==> config.mk <==
export PLATFORM = sky130hd
export DESIGN_NAME = simon_sequence_ctrl
export DESIGN_NICKNAME = d
export VERILOG_FILES = /design/src/rtl/simon_sequence_ctrl.sv
export SDC_FILE = /design/constraint.sdc
export NUM_CORES = 1
export LEC_CHECK = 0
export CORE_MARGIN = 10
export CORE_UTILIZATION = 30
export CTS_CLUSTER_DIAMETER = 200
export CTS_CLUSTER_SIZE = 16
export DETAILED_ROUTE_END_ITERATION = 16
export GPL_TIMING_DRIVEN = 1
export PLACE_DENSITY = 0.45
export SYNTH_ARGS = -nofsm -noshare
export SYNTH_HDL_FRONTEND = slang
export SYNTH_SLANG_ARGS = --single-unit
==> constraint.sdc <==
create_clock -name CLOCK_50 -period 10.4 [get_ports CLOCK_50]
set_input_delay 2.6 -clock CLOCK_50 [delete_from_list [all_inputs] [get_ports CLOCK_50]]
set_output_delay 2.6 -clock CLOCK_50 [all_outputs]
set_load 0.03 [all_outputs]
==> src/rtl/simon_sequence_ctrl.sv <==
// Simon Says game sequencer: grows a pseudo-random colour pattern one entry per round,
// replays it on the LED with on/off timing, then checks the player's presses entry by entry.
module simon_sequence_ctrl #(
    parameter int unsigned MAX_LEN    = 16,
    parameter int unsigned ON_CYCLES  = 25_000_000,
    parameter int unsigned OFF_CYCLES = 12_500_000,
    localparam int unsigned LW        = $clog2(MAX_LEN + 1)
) (
    input  logic          CLOCK_50,
    input  logic          resetn,
    input  logic          start,
    input  logic [3:0]    seed_in,
    input  logic          btn_valid,
    input  logic [1:0]    btn_color,
    output logic          led_on,
    output logic [1:0]    led_color,
    output logic          await_input,
    output logic [LW-1:0] level,
    output logic          busy,
    output logic          win,
    output logic          lose
);

    localparam int unsigned MAX_T = (ON_CYCLES > OFF_CYCLES) ? ON_CYCLES : OFF_CYCLES;
    localparam int unsigned TW    = $clog2(MAX_T + 1);
    localparam int unsigned DEPTH = 1 << LW;

    typedef enum logic [2:0] {
        S_IDLE,
        S_EXTEND,
        S_SHOW_ON,
        S_SHOW_OFF,
        S_WAIT_IN,
        S_WIN,
        S_LOSE
    } state_t;

    state_t        state, state_d;
    logic [3:0]    seed, seed_d;
    logic [LW-1:0] len, len_d;
    logic [LW-1:0] idx, idx_d;
    logic [TW-1:0] timer, timer_d;
    logic          mem_we;
    logic [3:0]    nxt_raw, nxt;
    logic [1:0]    color_d;
    logic          last_entry;
    logic [1:0]    mem [DEPTH];

    // Square-based random step: middle bits of seed^2, with a fixed-stride escape from stuck points
    always_comb begin
        nxt_raw = 4'(({4'd0, seed} * {4'd0, seed}) >> 2);
        nxt     = ((nxt_raw == 4'd0) || (nxt_raw == seed)) ? seed + 4'd7 : nxt_raw;
    end

    assign last_entry = (idx == len - LW'(1));

    always_comb begin
        state_d = state;
        seed_d  = seed;
        len_d   = len;
        idx_d   = idx;
        timer_d = timer;
        mem_we  = 1'b0;
        unique case (state)
            S_IDLE, S_WIN, S_LOSE: begin
                if (start) begin
                    seed_d  = (seed_in == 4'd0) ? 4'hA : seed_in;
                    len_d   = '0;
                    state_d = S_EXTEND;
                end
            end
            S_EXTEND: begin
                mem_we  = 1'b1;
                seed_d  = nxt;
                len_d   = len + LW'(1);
                idx_d   = '0;
                timer_d = '0;
                state_d = S_SHOW_ON;
            end
            S_SHOW_ON: begin
                if (timer == TW'(ON_CYCLES - 1)) begin
                    timer_d = '0;
                    state_d = S_SHOW_OFF;
                end else begin
                    timer_d = timer + TW'(1);
                end
            end
            S_SHOW_OFF: begin
                if (timer == TW'(OFF_CYCLES - 1)) begin
                    timer_d = '0;
                    if (last_entry) begin
                        idx_d   = '0;
                        state_d = S_WAIT_IN;
                    end else begin
                        idx_d   = idx + LW'(1);
                        state_d = S_SHOW_ON;
                    end
                end else begin
                    timer_d = timer + TW'(1);
                end
            end
            S_WAIT_IN: begin
                if (btn_valid) begin
                    if (btn_color != mem[idx]) begin
                        state_d = S_LOSE;
                    end else if (!last_entry) begin
                        idx_d = idx + LW'(1);
                    end else if (len == LW'(MAX_LEN)) begin
                        state_d = S_WIN;
                    end else begin
                        state_d = S_EXTEND;
                    end
                end
            end
            default: state_d = S_IDLE;
        endcase
    end

    // The first entry of a game is written on the same edge it starts being shown, so bypass the RAM
    always_comb begin
        color_d = mem[idx_d];
        if ((state == S_EXTEND) && (len == '0)) begin
            color_d = nxt[1:0];
        end
    end

    always_ff @(posedge CLOCK_50 or negedge resetn) begin
        if (!resetn) begin
            state       <= S_IDLE;
            seed        <= '0;
            len         <= '0;
            idx         <= '0;
            timer       <= '0;
            led_on      <= 1'b0;
            led_color   <= '0;
            await_input <= 1'b0;
            level       <= '0;
            busy        <= 1'b0;
            win         <= 1'b0;
            lose        <= 1'b0;
        end else begin
            state       <= state_d;
            seed        <= seed_d;
            len         <= len_d;
            idx         <= idx_d;
            timer       <= timer_d;
            led_on      <= (state_d == S_SHOW_ON);
            led_color   <= (state_d == S_SHOW_ON) ? color_d : 2'd0;
            await_input <= (state_d == S_WAIT_IN);
            level       <= len_d;
            busy        <= !((state_d == S_IDLE) || (state_d == S_WIN) || (state_d == S_LOSE));
            win         <= (state_d == S_WIN);
            lose        <= (state_d == S_LOSE);
        end
    end

    // Pattern storage needs no reset; entries are always written before they are read
    always_ff @(posedge CLOCK_50) begin
        if (mem_we) begin
            mem[len] <= nxt[1:0];
        end
    end

endmodule

==> run summary <==
Slew headroom -> 27.0%
vias in the first global route -> 5232
max-cap violation count -> 0
footprint of the multi-input gates -> 3340 µm²
first-pass GRT wire length -> 29900 µm
Worst-Skew Late Latency -> 0.42 ns
CTS resizes -> 0
post-synthesis net count -> 699
Worst EP arrival -> 5.85 ns
Finished Core Util -> 35.3%
reg2reg path depth -> 12
worst hold margin -> 0.526 ns
cell taking the most area after synthesis -> edfxtp_1
EDFF count, synth -> 64
detail-routed net length per standard cell -> 19.1 µm
distinct cell type count after synthesis -> 68
total congestion overflow -> 0
most instantiated cells after synthesis -> 73 x nand2_1, 66 x nor2_1, 64 x edfxtp_1
FF/Latch Area -> 3150 µm²
H-tree levels -> 4
Sink Count -> 113
Worst Path Max Fanout -> 13
Final Critical Period -> 5.57 ns
core area -> 22000 µm²
WS Path Type -> in2reg
hold depth -> 1
share of layout cells above drive strength 1 -> 8.31%
Layout Nets -> 708
share of the synthesized area in the top cell type -> 28.4%
Detail Route Antenna Nets -> 0
VDD IR-drop max -> 93.8 µV
Hold Violations, Final -> 0
DRT Pass-1 Iters -> 5
setup bufs post-CTS -> 0
CP Capture Type -> flip-flop
Worst-Margin Slew -> 1.09 ns
Initial Utilization -> 30.7%
initial antenna violation count -> 0
dominant cells by area after synthesis -> edfxtp_1 28%, dfrtp_1 18%, mux2i_1 8.6%
Mapped Area -> 6770 µm²
num rows -> 54
Post-CTS Hold Buffers -> 0
syn avg cell area -> 10.0 µm²
Final Max Slew Viols -> 0
DR DRC count -> 0
die area -> 29000 µm²
FFs w/ async S/R, synth -> 43.4%
required time worst endpoint -> 10.68 ns
Pwr Total -> 1.10 mW
post-synthesis register bit count -> 113
Final HPWL DP -> 12600 µm
largest net degree at the start of global routing -> 50
HP Class -> reg2reg
clk slew on worst S/H paths -> 0.05 ns
total CTS buffers -> 17
Setup Skew -> 0.0113 ns
TritonCTS clock tree -> done
unrepaired setup endpoints after global routing -> false
area grow syn2layout -> 14.9%
final setup fails -> 0
via density per instance -> 5.44
Gate Count Post-Synth -> 676
most numerous cell in the Yosys netlist -> nand2_1
setup TNS -> 0 ns
Seq/Total Area, Yosys -> 46.5%
Most used DFF post-synth -> edfxtp_1
pre-CTS WS -> 4.44 ns
CTS Root Cell -> clkbuf_16
I/O pins -> 22
All-Layer GR Usage -> 13.1%
GPL Wtd Cong -> 0.850
Clock Path Buffers -> 2
wirelength, routed -> 18700 µm
flop-to-flop setup slack -> 5.37 ns
fmax -> 0.180 GHz
Final WS setup -> 4.83 ns
Ys Warns -> 0
post-route clock period utilization -> 53.5%
Lkg Pwr -> 2.75 nW
DRT iter0 DRCs -> 359
antenna cells -> 0
CP Launch Type -> primary input
via count -> 5317
outcome -> complete, no violations
IO Port Bufs -> 21
P per Cell Area -> 141 nW/µm²
chip width -> 170 µm
fillcell total -> 2270
Die H -> 170 µm
-- layout by cell type, fill, tap and decap left out, types with 13 or more instances in the layout --
| cell | count |
|---|---|
| nor2_1 | 66 |
| edfxtp_1 | 64 |
| dfrtp_1 | 49 |
| o21ai_0 | 51 |
| clkbuf_16 | 17 |
| nor3_1 | 13 |
| nand2_1 | 73 |
| nand3_1 | 33 |
| inv_1 | 22 |
| mux2i_1 | 57 |
| clkdlybuf4s50_1 | 20 |
| a21oi_1 | 13 |
-- worst max-delay path, cell delays in order --
cell and delay, ns:
clkdlybuf4s50_1 0.50, xor2_1 0.27, or2_0 0.45, o21ai_0 0.24
a211oi_2 0.88, mux2i_1 0.20, mux4_2 0.50, nor2b_1 0.13
nor4_1 0.06
-- layer usage --
layer	vias up	track usage, %	routed length [µm]
li1	2527	-	-
met1	2621	18.0	8880
met2	146	19.5	8370
met3	23	3.54	1060
met4	0	4.46	352
met5	-	0	0
-- power breakdown --
group / leakage [nW] / total (mW) / internal [mW] / switching, mW
Combinational: 1.43 / 0.0111 / 0.00404 / 0.00708
Clock: 0.292 / 0.617 / 0.400 / 0.217
Sequential: 1.02 / 0.470 / 0.470 / 0
-- kinds of logic (layout without fill, tap and decap cells) --
family | Yosys count | in the layout | synth area share [%]
mux | 73 | 73 | 12.0
buf+inv | 58 | 80 | 4.14
xor+xnor | 17 | 17 | 2.20
fa+ha+maj | 13 | 13 | 2.52
flops | 113 | 113 | 46.5
simple gates | 259 | 259 | 18.5
compound gates | 143 | 143 | 14.2
-- area by class of cell --
cell class,count,share of cell area (%)
Timing Repair Buffer,25,3.02
Multi-Input combinational cell,505,43.0
Sequential cell,113,40.5
Tap cell,280,4.51
Clock inverter,14,2.40
Inverter,23,1.11
Clock buffer,18,5.52
-- state kept, by name, indices dropped and copies added, names as in the netlist, 2 cells and up --
| name | count |
|---|---|
| seed | 4 |
| idx | 5 |
| mem | 64 |
| timer | 25 |
| len | 5 |
| led_color | 2 |
| state | 3 |
-- metrics by stage --
| stage | area (µm²) | cells |
|---|---|---|
| 3_3_place_gp | 7160 | 946 |
| 4_1_cts | 7780 | 978 |
| 5_1_grt | 7780 | 978 |
| 3_5_place_dp | 7160 | 946 |
| 6_report | 7780 | 978 |
| 2_1_floorplan | 6770 | 676 |
-- worst paths after layout --
check                                startpoint                     end
max                                btn_color[0]  led_color[1]$_DFF_PN0_
min                        timer[6]$_DFFE_PN0P_    timer[6]$_DFFE_PN0P_
max reg2reg                    idx[0]$_DFF_PN0_  led_color[1]$_DFF_PN0_
min reg2reg                timer[6]$_DFFE_PN0P_    timer[6]$_DFFE_PN0P_
max in group asynchronous                resetn  led_color[1]$_DFF_PN0_
min in group asynchronous                resetn   timer[19]$_DFFE_PN0P_
Power figures use the tool's default switching activity.
